===== src/rtl/module_spi_txn_ctrl.sv =====
// SPI transaction sequencer: walks the byte counter over the TX/RX bank, drives the shifter and owns chip select.
// Optional SPI_CTRL_CS_GUARD_EN adds one guard cycle of chip select before the first byte and after the last.
module module_spi_txn_ctrl #(
  parameter int DATA_WIDTH = 8,
  parameter int CNT_WIDTH  = 10
) (
  input  logic                 clk_i,
  input  logic                 rst_i,
  input  logic                 send_i,
  input  logic                 all_ones_i,
  input  logic                 all_zeros_i,
  input  logic [CNT_WIDTH-1:0] n_tx_end_i,
  input  logic                 spi_done_i,
  output logic                 spi_start_o,
  output logic [1:0]           mux_sel_o,
  output logic [CNT_WIDTH-1:0] addr_o,
  output logic                 wr_en_o,
  output logic                 cs_n_o,
  output logic                 busy_o,
  output logic                 done_o,
  output logic [CNT_WIDTH-1:0] n_tx_o
);

  // The byte width only sizes the surrounding datapath; reject a nonsensical value at elaboration.
  if (DATA_WIDTH < 1) begin : g_bad_width
    $error("DATA_WIDTH must be at least 1");
  end

  localparam logic [CNT_WIDTH-1:0] CNT_ZERO = {CNT_WIDTH{1'b0}};
  localparam logic [CNT_WIDTH-1:0] CNT_ONE  = {{(CNT_WIDTH-1){1'b0}}, 1'b1};

  typedef enum logic [2:0] {
    ST_IDLE  = 3'd0,
    ST_SETUP = 3'd1,
    ST_LOAD  = 3'd2,
    ST_START = 3'd3,
    ST_WAIT  = 3'd4,
    ST_STORE = 3'd5,
    ST_HOLD  = 3'd6,
    ST_DONE  = 3'd7
  } state_t;

  state_t               state_r;
  logic [CNT_WIDTH-1:0] end_r;

  function automatic logic [1:0] fill_sel(input logic ones, input logic zeros);
    logic [1:0] sel;
    if (ones) begin
      sel = 2'b01;
    end else if (zeros) begin
      sel = 2'b10;
    end else begin
      sel = 2'b00;
    end
    return sel;
  endfunction

  // Sequencer state, latched configuration and all registered Moore outputs; addr_o doubles as the byte counter.
  always_ff @(posedge clk_i or posedge rst_i) begin
    if (rst_i) begin
      state_r     <= ST_IDLE;
      end_r       <= CNT_ZERO;
      spi_start_o <= 1'b0;
      mux_sel_o   <= 2'b00;
      addr_o      <= CNT_ZERO;
      wr_en_o     <= 1'b0;
      cs_n_o      <= 1'b1;
      busy_o      <= 1'b0;
      done_o      <= 1'b0;
      n_tx_o      <= CNT_ZERO;
    end else begin
      spi_start_o <= 1'b0;
      wr_en_o     <= 1'b0;
      done_o      <= 1'b0;
      case (state_r)
        ST_IDLE: begin
          if (send_i) begin
            end_r     <= n_tx_end_i;
            mux_sel_o <= fill_sel(all_ones_i, all_zeros_i);
            addr_o    <= CNT_ZERO;
            n_tx_o    <= CNT_ZERO;
            cs_n_o    <= 1'b0;
            busy_o    <= 1'b1;
`ifdef SPI_CTRL_CS_GUARD_EN
            state_r   <= ST_SETUP;
`else
            state_r   <= ST_LOAD;
`endif
          end else begin
            state_r   <= ST_IDLE;
          end
        end
        ST_SETUP: begin
          state_r <= ST_LOAD;
        end
        ST_LOAD: begin
          spi_start_o <= 1'b1;
          state_r     <= ST_START;
        end
        ST_START: begin
          state_r <= ST_WAIT;
        end
        ST_WAIT: begin
          if (spi_done_i) begin
            wr_en_o <= 1'b1;
            state_r <= ST_STORE;
          end else begin
            state_r <= ST_WAIT;
          end
        end
        ST_STORE: begin
          n_tx_o <= n_tx_o + CNT_ONE;
          // The counter stops at the latched end index, so a full bank never wraps the address.
          if (addr_o == end_r) begin
`ifdef SPI_CTRL_CS_GUARD_EN
            state_r <= ST_HOLD;
`else
            done_o  <= 1'b1;
            cs_n_o  <= 1'b1;
            busy_o  <= 1'b0;
            state_r <= ST_DONE;
`endif
          end else begin
            addr_o  <= addr_o + CNT_ONE;
            state_r <= ST_LOAD;
          end
        end
        ST_HOLD: begin
          done_o  <= 1'b1;
          cs_n_o  <= 1'b1;
          busy_o  <= 1'b0;
          state_r <= ST_DONE;
        end
        ST_DONE: begin
          state_r <= ST_IDLE;
        end
        default: begin
          cs_n_o  <= 1'b1;
          busy_o  <= 1'b0;
          state_r <= ST_IDLE;
        end
      endcase
    end
  end

endmodule


===== config.mk =====
export PLATFORM = sky130hd
export DESIGN_NAME = module_spi_txn_ctrl
export DESIGN_NICKNAME = d
export VERILOG_FILES = /design/src/rtl/module_spi_txn_ctrl.sv
export SDC_FILE = /design/constraint.sdc
export NUM_CORES = 1
export LEC_CHECK = 0
export BUFFER_PORTS_ARGS = -buffer_cell sky130_fd_sc_hd__buf_2
export CAP_MARGIN = 20
export CORE_ASPECT_RATIO = 1.2
export CORE_UTILIZATION = 35
export CTS_CLUSTER_SIZE = 25
export DETAILED_ROUTE_END_ITERATION = 10
export PLACE_DENSITY = 0.68
export SLEW_MARGIN = 20
export SYNTH_ARGS = -nofsm -noshare
export SYNTH_HDL_FRONTEND = slang
export SYNTH_SLANG_ARGS = --single-unit

===== constraint.sdc =====
create_clock -name clk_i -period 1.68 [get_ports clk_i]
set_clock_uncertainty 0.05 [all_clocks]
set_input_delay 0.084 -clock clk_i [delete_from_list [all_inputs] [get_ports clk_i]]
set_output_delay 0.084 -clock clk_i [all_outputs]
set_load 0.03 [all_outputs]

### Word-level counts from Yosys, hierarchy flattened

Index checks and enable logic that the tools add are counted.

* register bits after elaboration: 40
* latch bits: 0
* bits in writable memories: 0
* memory bits (read-only): 0
* output and inout bits: 27
* word-level logic and storage cells: 51
* memories: 0

* $add $sub $neg: 2
* multiply operators: 0
* div/mod/pow operators: 0
* order comparisons: 0
* equality and inequality tests: 11
* shift-type cells: 0
* multiplexer cells: 21
* bitwise operators: 0
* reductions and logical operators: 7

Operators with widths (count)
* $pmux 10 s2: 2
* $pmux 3 s8: 1
* $add 10x1->10 const B: 2
* $mux 10: 2
* $eq 3x3->1 const B: 4
* $eq 10x10->1: 1
* $mux 1: 9
* $eq 3x2->1 const B: 2
* $mux 2: 3
* $ne 2x2->1 const B: 3
* $pmux 1 s3: 2
* $reduce_and 3->1: 2
* $reduce_and 2->1: 2
* $eq 3x1->1 const B: 1
* $logic_not 3->1: 1
* $mux 3: 1
* $reduce_bool 3->1: 1
* $pmux 1 s2: 1
* $reduce_bool 2->1: 1

### Logic depth before layout (Yosys ltp)

Gate-level depths: netlist of run 1.

* depth after elaboration: 3
* mapped depth: 6

### Worst setup path before layout of run 1

No wires, ideal clock.

* path kind: register to register
* start: reg addr_o[3]
* end: reg addr_o[7]
* setup time: 0.126 ns
* arrival time: 1.771 ns
* required time: 1.504 ns
* path slack: -0.267 ns
* cell stages (with the launch flop): 6
* path buffers: 1
* period minus slack after synthesis: 1.947 ns
* path through: dfrtp_1 -> xor2_1 -> nor4_2 -> a31oi_4 -> buf_6 -> a221o_1

* longest elaborated chain between the ends: 3
* elaborated cells between the ends (all ways): 6
* classes of those cells: add/sub (1); eq/ne (2); mux (2); reduce/logical (1)

Ends and longest elaborated chain
* from (decl): RTL line 16 `output logic [CNT_WIDTH-1:0] addr_o,`
* from (signal assigned): RTL line 124 `addr_o <= addr_o + CNT_ONE;`
* $add 10x1->10 or $eq 10x10->1 (tied branches): RTL line 124, 114
* $mux 10 or $ne 2x2->1 (tied branches)
* $pmux 10 s2 or $reduce_and 3->1 (tied branches)

Several ways; a longest one is shown, not always the timed one. The select of a mux whose other input is x is not followed.
A chain may end at the register's enable or synchronous reset.

### Worst setup path in the final report of run 1

* start: reg end_r[4]
* end: reg addr_o[9]

* longest elaborated chain between the ends: 3

Ends and longest elaborated chain
* from (decl): RTL line 44 `logic [CNT_WIDTH-1:0] end_r;`
* from (signal assigned): RTL line 78 `end_r <= n_tx_end_i;`
* $eq 10x10->1: RTL line 114 `if (addr_o == end_r) begin`
* $ne 2x2->1 (no source line)
* $reduce_and 3->1 (no source line)

No other way between the ends.

==> results.toml, run 1 <==
[worst_setup_path]
crit_required_ns = 1.81
worstSetupStartpoint = "end_r[4]"
critPathMaxStageDelay_ns = 0.41
cp_cell_sequence = "xor2_1 -> nor4_2 -> buf_4 -> a31oi_4 -> and3_1 -> a221o_1"
cp_top_family = "simple AND/OR/NAND/NOR gates"
path_buf_inv = 1
worstSetupPathType = "register to register"
endpoint_kind = "register"
crit_fanout = 7
worst_setup_path_start_kind = "register"
crit_arrival_ns = 1.98
cpMaxStageDelayCell = "dfrtp_1"
reg2reg_from = "end_r[4]"

[synth]
netlist_area_sq_um = 1940
synth_async_sr_flop_share = 1.00
synth_top_area_frac = 0.502
synth_flop_cell = "dfrtp_1"
synth-edff-count = 0
synth_top_family_by_area = "simple AND/OR/NAND/NOR gates"
yosys_warnings = 0
synth_compound_area_frac = 0.108
ys_types = 36
ys_ff_latch = 40
synth_seq_area_share = 0.516
synth_xor_area_frac = 0.0541
syn-num-nets = 215
synth_fa_ha_area_frac = 0.0129
syn_avg_cell_area_sq_um = 9.86
synth_area_leaders = "dfrtp_1 (50%), nand2_1 (9.1%), xor2_1 (5.4%)"
synth-simple-area-share = 0.263
yosys.area.top_type = "dfrtp_1"
syn_inst = 197
synthMuxAreaShare = 0.0225

[route]
postRouteAntennaNets = 0
viasPerCell = 5.04
drtIter0Drc = 57
drtPass1Iterations = 6
routedWlPerCell_um = 13.4
via_count = 1755
wl_mm = 4.66
drc = 0

[global_routing]
antenna_found_initial = 0
grt_pass1_wl_mm = 7.73
grt_usage = 0.166
first_global_vias = 1690
grt_max_degree = 41
grt-ovfl-total = 0

[finish]
nNetsFinal = 303
area_growth_pct = 40.2
drive_gt1_frac = 0.371
final_common_cell = "nand2_1"
multiInputGateArea_sq_um = 958
fin_util = 0.511
diodes = 0
regArea_sq_um = 1010
layout_common_cells = "nand2_1 (47), buf_2 (42), dfrtp_1 (31), buf_4 (30), dlygate4sd3_1 (14)"
n_fill_cell = 505

[power_and_ir_drop]
p_total_mw = 3.84
power_density_nw_per_um2 = 1410
p_leak_nw = 1.45
ir_worst_vdd_v = 0.000536

[floorplan]
start_util = 0.364
rows = 29
core_sq_um = 5330
fp.dieH_um = 83.6
ios = 43
dieArea_sq_um = 5860
fp.dieW_um = 70.0

[flow_run]
drv_cap = 0

[cts]
numClockSinks = 40
cts_root_buffer = "clkbuf_8"
clk-insertion-delay-late_ns = 0.29
h-tree-depth = 2
cts_buffer_depth = 2
clkTransAtPathRegs_ns = 0.08
cts_made_buffers = 5
cts_tree = "done"

[sta]
final_max_slew_viol_count = 0
min_period_over_period = 1.10
layout_min_cycle_time_ns = 1.85
tightest_slew_ns = 0.518
setup_slack_ns = -0.171
slew_headroom = 0.655
rsz0062_at_grt = "yes"
setup_viol = 14
max_freq_ghz = 0.540
hold_viol = 0

[placed_design]
place_congestion = 0.767
hpwl_mm = 3.29
port_buffers = 42

[min_path]
hold_class = "primary input to register"
holdCritStartpoint = "send_i"

[run_status]
violations = "setup timing"
status = "complete, but fails checks"
## per-layer routing
layer	wire length [um]	GRT usage	vias up
met5	0	0	-
met4	115	0.0800	0
met3	186	0.0374	15
met2	2250	0.279	43
met1	2110	0.199	841
li1	-	-	856
## where the power goes
group	switching [mW]	total (mW)	internal [mW]	leakage, nW
registers	0.237	1.49	1.26	0.514
logic	1.00	1.72	0.722	0.898
clock network	0.328	0.620	0.292	0.0422
## tightest hold or removal path, stage by stage
cell      delay [ns]
buf_2           0.11
nand3b_1        0.17
nand3_1         0.09
o21ai_0         0.07
## path summary, 6_finish.rpt
path                           endpoint  slack (ns)  cells past startpoint
setup / recovery              addr_o[9]       -0.17                      6
hold / removal                n_tx_o[7]        0.21                      4
setup reg to reg              addr_o[9]       -0.17                      6
hold reg to reg            mux_sel_o[1]        0.43                      2
max in group asynchronous     addr_o[4]        0.78                      4
min in group asynchronous       wr_en_o        0.40                      4
## per-stage QoR
stage          setup TNS, ns  cell area, sq um  std cells  hold slack, ns  setup WS [ns]
2_1_floorplan          -1.44              1960        197           0.139         -0.189
3_3_place_gp           -1.40              2410        320           0.184         -0.152
3_5_place_dp           -1.98              2410        320           0.194         -0.217
4_1_cts                -1.65              2660        344           0.208         -0.172
5_1_grt                -2.50              2720        348           0.244         -0.221
6_report               -1.72              2720        348           0.211         -0.171
## final cells by class
class | instances | share of cell area
Clock buffer | 7 | 0.0280
Clock inverter | 1 | 0.00184
Inverter | 2 | 0.00276
Multi-Input combinational cell | 149 | 0.352
Sequential cell | 40 | 0.372
Tap cell | 62 | 0.0285
Timing Repair Buffer | 87 | 0.215
## cells by family (layout without fill, tap and decap cells)
| kind of cell | Yosys count | in the layout |
|---|---|---|
| and+or+nand+nor | 102 | 102 |
| muxes | 4 | 4 |
| adders and majority gates | 2 | 2 |
| DFF | 40 | 40 |
| xor gates and xnor gates | 12 | 12 |
| buffers and inverters | 9 | 97 |
| AOI/OAI and AO/OA | 28 | 29 |
## Yosys cell counts (3+ instances only)
library cell  number
nand2_1           47
dfrtp_1           39
nor2_1            15
nand3_1           12
xor2_1            12
o21ai_0           10
and3_1             6
and2_1             4
a211o_1            3
a221o_1            3
buf_2              3
clkbuf_1           3
mux2_2             3
nor3b_1            3
## state kept, by name (all words and copies together), names as in the netlist, 2 cells and up
register	count
state_r	3
n_tx_o	10
end_r	10
mux_sel_o	2
addr_o	10
## timing repair
action                                  4_1_cts  5_1_grt
hold buffers                                 14        0
setup buffers                                 1        4
hold endpoints to repair                     52        0
resized for setup                             2        7
pin swaps                                     6        8
endpoints found under the setup margin       14       16
gates cloned                                  1        0
(Power assumes the default switching activity.)
==> inputs of run 2 (changes only) <==
RECOVER_POWER = 50   (was unset)
==> run 2 against run 1 <==
  * The flow still finishes with violations (setup timing)
  * Fmax is 0.18% higher
  * Critical path depth did not move
  * Clock-buffer cell count did not move
==> results.toml, run 2 (same netlist as run 1, synthesis figures left out) <==
[flow_run]
drv_cap = 0

[worst_setup_path]
path_buf_inv = 1
cp_cell_sequence = "xor2_1 -> nor4_2 -> buf_4 -> a31oi_4 -> and3_1 -> a221o_1"
r2r_cells = 6
worst_setup_path_start_kind = "register"
cp_top_family = "simple AND/OR/NAND/NOR gates"
crit_required_ns = 1.81
critPathMaxStageDelay_ns = 0.41
reg2reg_from = "end_r[4]"
rr_endpoint = "addr_o[9]"
worstSetupPathType = "register to register"
cpMaxStageDelayCell = "dfrtp_1"
r2r_slack_ns = -0.17
endpoint_kind = "register"
crit_arrival_ns = 1.97
crit_fanout = 7

[route]
postRouteAntennaNets = 0
drtIter0Drc = 62
drc = 0
drtPass1Iterations = 6
viasPerCell = 5.07
routedWlPerCell_um = 13.4
via_count = 1765
wl_mm = 4.67

[floorplan]
dieArea_sq_um = 5860
start_util = 0.364
fp.dieW_um = 70.0
fp.dieH_um = 83.6
core_sq_um = 5330
ios = 43
rows = 29

[sta]
rsz0062_at_grt = "yes"
layout_min_cycle_time_ns = 1.85
hold_viol = 0
setup_tns_ns = -1.69
tightest_slew_ns = 0.997
slew_headroom = 0.335
final_max_slew_viol_count = 0
min_period_over_period = 1.10
setup_viol = 14
fin_hold_ws_ns = 0.210
setup_slack_ns = -0.168
max_freq_ghz = 0.541

[power_and_ir_drop]
p_leak_nw = 1.44
power_density_nw_per_um2 = 1410
ir_worst_vdd_v = 0.000534
p_total_mw = 3.82

[min_path]
holdCritStartpoint = "send_i"
hold_class = "primary input to register"
hold-path-cell-count = 4
hold_path_end = "n_tx_o[7]"

[finish]
multiInputGateArea_sq_um = 958
nNetsFinal = 303
n_fill_cell = 506
reg_top3 = "addr_o (10), end_r (10), n_tx_o (10)"
regArea_sq_um = 1010
drive_gt1_frac = 0.353
final_common_cell = "nand2_1"
layout_common_cells = "nand2_1 (47), buf_2 (38), dfrtp_1 (32), buf_4 (29), dlygate4sd3_1 (14)"
fin_cells = 348
area_growth_pct = 39.7
diodes = 0
final_area_sq_um = 2720

[placed_design]
hpwl_mm = 3.29
place_congestion = 0.767
port_buffers = 42
dpl-instance-area_sq_um = 2410
place_inst = 320

[global_routing]
grt-ovfl-total = 0
first_global_vias = 1690
grt_max_degree = 41
grt_usage = 0.166
antenna_found_initial = 0
grt_pass1_wl_mm = 7.73

[run_status]
violations = "setup timing"
status = "complete, but fails checks"

[cts]
clkTransAtPathRegs_ns = 0.08
cts_root_buffer = "clkbuf_8"
cts_tree = "done"
cts_made_buffers = 5
numClockSinks = 40
h-tree-depth = 2
cts_buffer_depth = 2
clk-insertion-delay-late_ns = 0.29
==> run 2: cell types whose count changed in the layout (fill, tap and decap cells not counted), sizes merged <==
cell / previous run / this run
buf: 73 / 68
clkbuf: 7 / 12
==> run 2: final cells by class <==
| cell class | count | area share |
|---|---|---|
| Sequential cell | 40 | 0.372 |
| Multi-Input combinational cell | 149 | 0.353 |
| Timing Repair Buffer | 87 | 0.213 |
| Tap cell | 62 | 0.0286 |
| Clock buffer | 7 | 0.0281 |
| Inverter | 2 | 0.00276 |
| Clock inverter | 1 | 0.00184 |
==> run 2: through the flow <==
stage | util | setup WS, ns
finish | 0.509 | -0.168
global route | 0.509 | -0.221
CTS | 0.499 | -0.172
detailed placement | 0.452 | -0.217
global placement | 0.452 | -0.152
floorplan | - | -0.189
==> run 2: metal layers <==
layer,track usage,wire length (um)
met5,0,0
met4,0.0800,115
met3,0.0374,187
met2,0.279,2250
met1,0.199,2110
==> run 2: how the worst max path moves through the flow <==
stage                 to      start  depth (start not counted)
3_5_place_dp   addr_o[3]   end_r[4]                          6
2_1_floorplan  addr_o[9]  addr_o[4]                          5
6_report       addr_o[9]   end_r[4]                          6
3_3_place_gp   addr_o[9]  addr_o[1]                          6
5_1_grt        addr_o[3]  addr_o[3]                          6
4_1_cts        addr_o[0]  addr_o[1]                          6
==> run 2: repair_timing <==
action,in CTS,in global routing
pin swaps,6,8
setup buffers,1,4
hold buffers,14,0
setup endpoints to repair,14,16
resized for setup,2,7
hold endpoints to repair,52,0
cloned,1,0
==> run 2: worst min-delay path, cell delays in order <==
cell and delay (ns):
buf_2 0.11, nand3b_1 0.17, nand3_1 0.09, o21ai_0 0.07
==> run 2: power breakdown <==
part	internal, mW	switching, mW	total [mW]
clock network	0.292	0.328	0.620
logic	0.712	1.00	1.71
registers	1.25	0.239	1.49
